===== src/rtl/hilo_pkg.sv =====
// Shared types and constants for the HI/LO special-register controller.
package hilo_pkg;

  localparam int WIDTH_DEF = 32;
  localparam int DIV_ITERS = WIDTH_DEF;

  typedef enum logic [2:0] {
    OP_MULT  = 3'd0,
    OP_MULTU = 3'd1,
    OP_DIV   = 3'd2,
    OP_DIVU  = 3'd3,
    OP_MTHI  = 3'd4,
    OP_MTLO  = 3'd5
  } op_e;

  typedef enum logic [1:0] {
    ST_IDLE    = 2'd0,
    ST_DIV_RUN = 2'd1,
    ST_DIV_FIX = 2'd2,
    ST_DONE    = 2'd3
  } state_e;

endpackage


===== src/rtl/hilo_ctrl_div_core.sv =====
// Unsigned restoring divider: one shift-subtract step per cycle, WIDTH steps per divide.
module hilo_ctrl_div_core #(
  parameter int WIDTH = 32
) (
  input  logic             clk,
  input  logic             rst,
  input  logic             start_i,
  input  logic             abort_i,
  input  logic [WIDTH-1:0] dividend_i,
  input  logic [WIDTH-1:0] divisor_i,
  output logic [WIDTH-1:0] quotient_o,
  output logic [WIDTH-1:0] remainder_o,
  output logic             finish_o
);

  localparam int CW = $clog2(WIDTH);

  logic          busy_q;
  logic [CW-1:0] cnt_q;
  logic [WIDTH-1:0] quo_q, rem_q, dvs_q;
  logic [WIDTH-1:0] quo_d, rem_d;
  logic [WIDTH:0]   shifted, diff;

  // finish marks the cycle in which the last iteration is being performed
  assign finish_o    = busy_q && (cnt_q == CW'(WIDTH - 1));
  assign quotient_o  = quo_q;
  assign remainder_o = rem_q;

  assign shifted = {rem_q, quo_q[WIDTH-1]};
  assign diff    = shifted - {1'b0, dvs_q};

  always_comb begin
    rem_d = shifted[WIDTH-1:0];
    quo_d = {quo_q[WIDTH-2:0], 1'b0};
    if (!diff[WIDTH]) begin
      rem_d = diff[WIDTH-1:0];
      quo_d = {quo_q[WIDTH-2:0], 1'b1};
    end
  end

  always_ff @(posedge clk) begin
    if (rst) begin
      busy_q <= 1'b0;
      cnt_q  <= '0;
    end else if (abort_i) begin
      busy_q <= 1'b0;
      cnt_q  <= '0;
    end else if (start_i) begin
      busy_q <= 1'b1;
      cnt_q  <= '0;
    end else if (busy_q) begin
      cnt_q <= cnt_q + 1'b1;
      if (finish_o) begin
        busy_q <= 1'b0;
        cnt_q  <= '0;
      end
    end
  end

  // Datapath carries no reset; it is always reloaded by start
  always_ff @(posedge clk) begin
    if (start_i) begin
      quo_q <= dividend_i;
      rem_q <= '0;
      dvs_q <= divisor_i;
    end else if (busy_q) begin
      quo_q <= quo_d;
      rem_q <= rem_d;
    end
  end

endmodule


===== src/rtl/hilo_ctrl.sv =====
// HI/LO register owner: single-cycle multiply/move, iterative divide with pipeline stall.
module hilo_ctrl
  import hilo_pkg::*;
#(
  parameter int WIDTH = WIDTH_DEF
) (
  input  logic             clk,
  input  logic             rst,
  input  logic             flush,
  input  logic             op_valid,
  input  logic [2:0]       op,
  input  logic [WIDTH-1:0] src_a,
  input  logic [WIDTH-1:0] src_b,
  output logic             stallreq,
  output logic             done,
  output logic [WIDTH-1:0] hi_o,
  output logic [WIDTH-1:0] lo_o
);

  state_e           state_q;
  logic [WIDTH-1:0] hi_q, lo_q;
  logic             done_q, qneg_q, rneg_q;

  op_e              op_in;
  logic             is_div, is_signed, div_zero, accept_div;
  logic [WIDTH-1:0] abs_a, abs_b, quo, rem;
  logic [2*WIDTH-1:0] ext_a, ext_b, prod;
  logic             div_finish;

  function automatic logic [WIDTH-1:0] apply_sign(input logic [WIDTH-1:0] v, input logic neg);
    return neg ? -v : v;
  endfunction

  assign op_in      = op_e'(op);
  assign is_div     = (op_in == OP_DIV) || (op_in == OP_DIVU);
  assign is_signed  = (op_in == OP_DIV) || (op_in == OP_MULT);
  assign div_zero   = (src_b == '0);
  assign accept_div = (state_q == ST_IDLE) && op_valid && !flush && is_div && !div_zero;

  assign abs_a = apply_sign(src_a, is_signed && src_a[WIDTH-1]);
  assign abs_b = apply_sign(src_b, is_signed && src_b[WIDTH-1]);

  // Low 2*WIDTH bits of the product of sign/zero-extended operands give both MULT and MULTU
  assign ext_a = is_signed ? {{WIDTH{src_a[WIDTH-1]}}, src_a} : {{WIDTH{1'b0}}, src_a};
  assign ext_b = is_signed ? {{WIDTH{src_b[WIDTH-1]}}, src_b} : {{WIDTH{1'b0}}, src_b};
  assign prod  = ext_a * ext_b;

  assign stallreq = ((state_q == ST_IDLE) && op_valid && !flush && is_div)
                  || (state_q == ST_DIV_RUN) || (state_q == ST_DIV_FIX);
  assign done = done_q;
  assign hi_o = hi_q;
  assign lo_o = lo_q;

  hilo_ctrl_div_core #(.WIDTH(WIDTH)) u_div (
    .clk        (clk),
    .rst        (rst),
    .start_i    (accept_div),
    .abort_i    (flush),
    .dividend_i (abs_a),
    .divisor_i  (abs_b),
    .quotient_o (quo),
    .remainder_o(rem),
    .finish_o   (div_finish)
  );

  always_ff @(posedge clk) begin
    if (rst) begin
      state_q <= ST_IDLE;
      hi_q    <= '0;
      lo_q    <= '0;
      done_q  <= 1'b0;
      qneg_q  <= 1'b0;
      rneg_q  <= 1'b0;
    end else if (flush) begin
      state_q <= ST_IDLE;
      done_q  <= 1'b0;
    end else begin
      done_q <= 1'b0;
      case (state_q)
        ST_IDLE: begin
          if (op_valid) begin
            case (op_in)
              OP_MULT, OP_MULTU: begin
                {hi_q, lo_q} <= prod;
                done_q       <= 1'b1;
              end
              OP_MTHI: begin
                hi_q   <= src_a;
                done_q <= 1'b1;
              end
              OP_MTLO: begin
                lo_q   <= src_a;
                done_q <= 1'b1;
              end
              OP_DIV, OP_DIVU: begin
                if (div_zero) begin
                  hi_q    <= src_a;
                  lo_q    <= '1;
                  done_q  <= 1'b1;
                  state_q <= ST_DONE;
                end else begin
                  qneg_q  <= is_signed && (src_a[WIDTH-1] ^ src_b[WIDTH-1]);
                  rneg_q  <= is_signed && src_a[WIDTH-1];
                  state_q <= ST_DIV_RUN;
                end
              end
              default: ;
            endcase
          end
        end
        ST_DIV_RUN: begin
          if (div_finish) state_q <= ST_DIV_FIX;
        end
        ST_DIV_FIX: begin
          lo_q    <= apply_sign(quo, qneg_q);
          hi_q    <= apply_sign(rem, rneg_q);
          done_q  <= 1'b1;
          state_q <= ST_DONE;
        end
        // The held instruction advances here; op_valid is deliberately ignored
        ST_DONE: state_q <= ST_IDLE;
        default: state_q <= ST_IDLE;
      endcase
    end
  end

endmodule


===== config.mk =====
export PLATFORM = sky130hd
export DESIGN_NAME = hilo_ctrl
export DESIGN_NICKNAME = d
export VERILOG_FILES = /design/src/rtl/hilo_pkg.sv /design/src/rtl/hilo_ctrl_div_core.sv /design/src/rtl/hilo_ctrl.sv
export SDC_FILE = /design/constraint.sdc
export NUM_CORES = 2
export LEC_CHECK = 0
export BUFFER_PORTS_ARGS = -buffer_cell sky130_fd_sc_hd__clkbuf_2
export CORE_MARGIN = 10
export CORE_UTILIZATION = 57
export CTS_CLUSTER_DIAMETER = 200
export DETAILED_ROUTE_END_ITERATION = 10
export PLACE_DENSITY = 0.74
export SYNTH_ARGS = -nofsm -noshare
export SYNTH_HDL_FRONTEND = slang
export SYNTH_HIERARCHICAL = 1
export SYNTH_SLANG_ARGS = --single-unit

===== constraint.sdc =====
create_clock -name clk -period 29 [get_ports clk]
set_input_delay 2.9 -clock clk [delete_from_list [all_inputs] [get_ports clk]]
set_output_delay 2.9 -clock clk [all_outputs]
set_load 0.01 [all_outputs]

* After elaboration in Yosys (flattened, before gate mapping) *
Index checks and enable logic that the tools add are counted.

storage, ports and cells
  register bits after elaboration = 171
  bits in latches = 0
  bits in writable memories = 0
  ROM bits = 0
  input port bits = 71
  output and inout port bits = 66
  logic and storage cells = 95
  memories = 0

operators by class
  $add $sub $neg = 6
  $mul = 1
  div/mod/pow operators = 0
  order comparisons = 0
  equality and inequality tests = 15
  shifts and indexed selects = 0
  mux-type cells = 31
  bitwise gates (word level) = 3
  reduce and logical (&&, ||, !) cells = 28

operators with widths
  operator               number
  $mux W32               11
  $pmux W32 S3           2
  $mux W64               2
  $neg A32 Y32           4
  $pmux W32 S2           2
  $mul A64 B64 Y64       1
  $sub A33 B32 Y33       1
  $logic_not A32 Y1      1
  $reduce_and A5 Y1      3
  $logic_and A1 B1 Y1    8
  $mux W2                4
  $ne A4 B1 Y1 const B   2
  $pmux W2 S4            1
  $eq A3 B2 Y1 const B   2
  $eq A3 B3 Y1 const B   2
  $mux W1                6
  $reduce_or A2 Y1       3
  $add A5 B1 Y5 const B  1
  $eq A5 B5 Y1 const B   1
  $mux W5                1
  $eq A2 B2 Y1 const B   2
  $logic_or A1 B1 Y1     4
  $ne A2 B2 Y1 const B   2
  $pmux W1 S2            2
  13 further kinds       16

* Longest topological paths before layout *
  depth after elaboration = 7
  mapped depth = 38
  gate-level depth less buffers = 34

* By module *
The synthesis kept the hierarchy.

modules (own cells, without submodules)
  module              instances  cells each  area each (um2)
  hilo_ctrl           1          6065        53826.6
  hilo_ctrl_div_core  1          581         5904.4

* Least setup slack after synthesis *
Ideal clock, no wire load.

  path kind = input port to flip-flop
  from = input op[2]
  to = register hi_q[27], in the netlist hi_o[27]
  data arrival time = 12.468 ns
  data required time = 28.883 ns
  path slack = 16.414 ns
  stages = 32
  cell sequence = clkbuf_1 > nor2_1 > and2_1 > clkbuf_1 > clkbuf_1 > buf_1 > nand2_1 > fa_1 > inv_1 > fa_1 > fa_1 > inv_1 > fa_1 > inv_1 > fa_1 > fa_1 > fa_1 > fa_1 > fa_1 > inv_1 > fa_1 > inv_1 > ha_1 > clkbuf_1 > and3_1 > and3_1 > o311a_1 > o41ai_1 > nand3_1 > a2111oi_0 > a41oi_1 > a32o_1

between the ends
  cells in the longest elaborated chain, start to end = 7
  elaborated cells on any way between the ends = 17

RTL lines
  what                                              RTL line                          text
  start, declared                                   hilo_ctrl.sv:11                   input logic [2:0] op,
  $eq A3 B2 Y1 or $logic_not A3 Y1 (tied branches)  hilo_ctrl.sv:36, hilo_ctrl.sv:82
  $logic_or A1 B1 Y1                                hilo_ctrl.sv:36                   assign is_signed = (op_in == OP_DIV) || (op_in == OP_MULT);
  $mux W64 (on tied branches)                       hilo_ctrl.sv:44, hilo_ctrl.sv:45
  $mul A64 B64 Y64                                  hilo_ctrl.sv:46                   assign prod = ext_a * ext_b;
  $pmux W32 S3                                      hilo_ctrl.sv:82                   case (op_in)
  $mux W32                                          hilo_ctrl.sv:81                   if (op_valid) begin
  $pmux W32 S2                                      hilo_ctrl.sv:79                   case (state_q)
  end signal, assigned                              hilo_ctrl.sv:84                   {hi_q, lo_q} <= prod;
  end signal, assigned                              hilo_ctrl.sv:88                   hi_q <= src_a;
  end signal, assigned                              hilo_ctrl.sv:97                   hi_q <= src_a;
  end, declared                                     hilo_ctrl.sv:21                   logic [WIDTH-1:0] hi_q, lo_q;

Several ways; a longest one is shown, not always the timed one. The select of a mux whose other input is x is not followed.
A chain may end at the register's enable or synchronous reset.

* Final worst setup path *
Ends and elaborated chain as after synthesis.

==> flow_summary_export.csv <==
group,metric,value,unit
run_status,status,"finished clean",
cells_and_area,drive_gt1_share,4.99,%
worst_hold_path,holdPathStages,2,
synthesis,yosysSeqAreaShare,6.80,%
clocking,cts_resized,0,
cells_and_area,area_growth,3.71,%
timing,drv_slew,0,
global_route,antenna_found_initial,5,
timing,finalSetupViolCount,0,
place,portBuffers,136,
synthesis,ys_ff_latch,171,
timing,slew_headroom,14.9,%
critical_path,r2r-end,"u_div/quotient_o[0]",
flow_run,maxCapViolations,0,
floorplan,die_area,0.118,mm2
global_route,grt-ovfl-total,0,
clocking,ctsRootBufferMaster,"clkbuf_16",
clocking,clk_pin_slew,0.07,ns
worst_hold_path,holdCritStartpoint,"lo_o[16]",
place,place_hpwl,145,mm
timing,rsz0062_at_grt,"false",
floorplan,die-width,344,um
critical_path,cpMostUsedCell,"fa_1",
synthesis,ys.flop_type,"dfxtp_1",
worst_hold_path,whs_endpoint,"lo_o[16]",
global_route,grt_pass1_vias,48500,
cells_and_area,final_common_cell,"inv_1",
worst_hold_path,worstHoldPathType,"register to register",
synthesis,synth_area_per_cell,8.99,um2
critical_path,crit_start,"op[2]",
synthesis,synth_top_cell_by_area,"fa_1",
critical_path,rrSetupSlack,24.77,ns
critical_path,cp.required,29.34,ns
synthesis,synth_area_leaders,"fa_1 (48%), inv_1 (10%), ha_1 (7.4%), nand2_1 (5.8%), and2_1 (3.6%)",
clocking,cts_tree,"done",
synthesis,syn_inst,6646,
floorplan,rows,118,
clocking,ctsHoldBuffers,0,
critical_path,cp.arrival,13.69,ns
cells_and_area,layout_common_cells,"inv_1 (1594), fa_1 (1420), nand2_1 (925)",
detailed_routing,drcViolationCount,0,
timing,max_clock_freq,74.9,MHz
detailed_routing,viasPerCell,5.80,
synthesis,yosys.area.top_type_share,47.6,%
timing,final_hold_viol_count,0,
clocking,ctsLongestPathBuffers,2,
critical_path,critPathLaunchType,"input port",
floorplan,top_level_ports,137,
timing,period_minus_slack,13.35,ns
detailed_routing,firstDrtPassIters,7,
detailed_routing,first_iter_violations,4795,
critical_path,end_kind,"register",
clocking,cts-buffers-inserted,17,
detailed_routing,wl,182,mm
timing,worst_pin_slew,1.28,ns
cells_and_area,nets,8348,
cells_and_area,num-fill-cells,8923,
synthesis,synth_nets,8488,
global_route,grt_pass1_wl,282,mm
synthesis,synth-edff-count,64,
critical_path,reg2reg_from,"u_div/quotient_o[31]",
clocking,cts_max_level,4,
detailed_routing,antenna_left,0,
timing,finalClockSkew,0.0115,ns
synthesis,synth_area,0.0597,mm2
floorplan,coreArea,0.104,mm2
detailed_routing,vias,45800,
critical_path,slowest_stage,"and2_2",
place,post-place-cells,7867,
critical_path,crit_type,"input port to register",
timing,tns,0,ns
timing,fin_crit_sh,46.0,%
synthesis,synthArstFlopShare,0,%
critical_path,critPathMaxStageDelay,0.89,ns
clocking,clkLatencyLatePin,0.45,ns
clocking,post_cts_buffers,0,
place,gp_congestion,0.983,
critical_path,worst-r2r-cell-count,11,
critical_path,crit_fanout,43,
global_route,grt_max_degree,69,
floorplan,dieHeight,344,um
synthesis,yosys.cell_types.count,86,
synthesis,yosys_warnings,6,
floorplan,start_util,57.5,%
global_route,grtUsageTotal,31.2,%
detailed_routing,wl_per_cell,23.0,um
cells_and_area,instances_no_fill,7904,
clocking,cts.sinks,171,
[sequential cells by signal, summed over array words and instances, names as in the netlist]
| signal | cells |
|---|---|
| hi_o | 32 |
| lo_o | 32 |
| u_div/dvs_q | 32 |
| u_div/quotient_o | 32 |
| u_div/remainder_o | 32 |
| u_div/cnt_q | 5 |
| state_q | 2 |
| done | 1 |
| qneg_q | 1 |
| rneg_q | 1 |
| u_div/busy_q | 1 |
[layout make-up]
type	instances	area, um2	share of cell area (%)
Sequential cell	171	4060	6.56
Inverter	1595	5990	9.67
Tap cell	1380	1730	2.79
Timing Repair Buffer	219	1300	2.10
Clock buffer	21	504	0.814
Antenna cell	5	12.5	0.0202
Clock inverter	11	100	0.162
Multi-Input combinational cell	4502	48200	77.9
[how the worst max path moves through the flow]
stage	slack (ns)	depth (start not counted)	endpoint
floorplan	16.41	32	hi_o[27]
finish	15.65	29	hi_o[27]
global placement	15.58	29	hi_o[27]
global route	15.27	28	hi_o[23]
detailed placement	15.34	29	hi_o[27]
CTS	15.84	29	hi_o[27]
[synth_stat cells, types with 29 or more instances]
cell type,n
ha_1,351
nor2_1,202
dfxtp_1,107
inv_1,1595
a21o_1,48
or3_1,29
xnor2_1,137
mux2i_1,37
and2_1,343
nand2_1,925
fa_1,1420
nor3_1,32
buf_1,62
edfxtp_1,64
a21oi_1,205
and3_1,45
mux2_2,33
a211oi_1,49
o21ai_0,119
xor2_1,116
nand3_1,51
clkbuf_1,299
[metal layers]
metal,routed length [um],up-vias,track usage (%),share of wire [%]
li1,-,19600,-,-
met1,68800,23100,40.9,38
met2,79600,2697,48.3,44
met3,23600,465,8.62,13
met4,9690,0,13.9,5.3
met5,0,-,0,0
[metrics by stage]
stage               worst slack [ns]  hold WS, ns  util, %  cell area [um2]
global route                   15.27        0.478     59.7            61900
global placement               15.58        0.438     59.1            61300
CTS                            15.84        0.454     59.7            61900
finish                         15.65        0.455     59.7            61900
floorplan                      16.41        0.469        -            59700
detailed placement             15.34        0.446     59.1            61300
[logic make-up after synthesis]
logic type / count (synthesis) / share of synthesized area [%]
buffers and inverters: 1973 / 12.5
adders and majority gates: 1773 / 55.0
and+or+nand+nor: 1742 / 13.5
AOI/OAI and AO/OA: 664 / 7.27
xor gates and xnor gates: 253 / 3.71
DFF: 171 / 6.80
muxes: 70 / 1.24
[worst max-delay path: cells and delay by family]
kind	cells	cell delay [ns]
fa+ha+maj	11	5.98
simple gates	6	2.03
compound gates	5	1.57
buf+inv	7	1.14
Power is not shown: default switching activity piles up to over one toggle a cycle in this logic, so the estimate is an artifact.
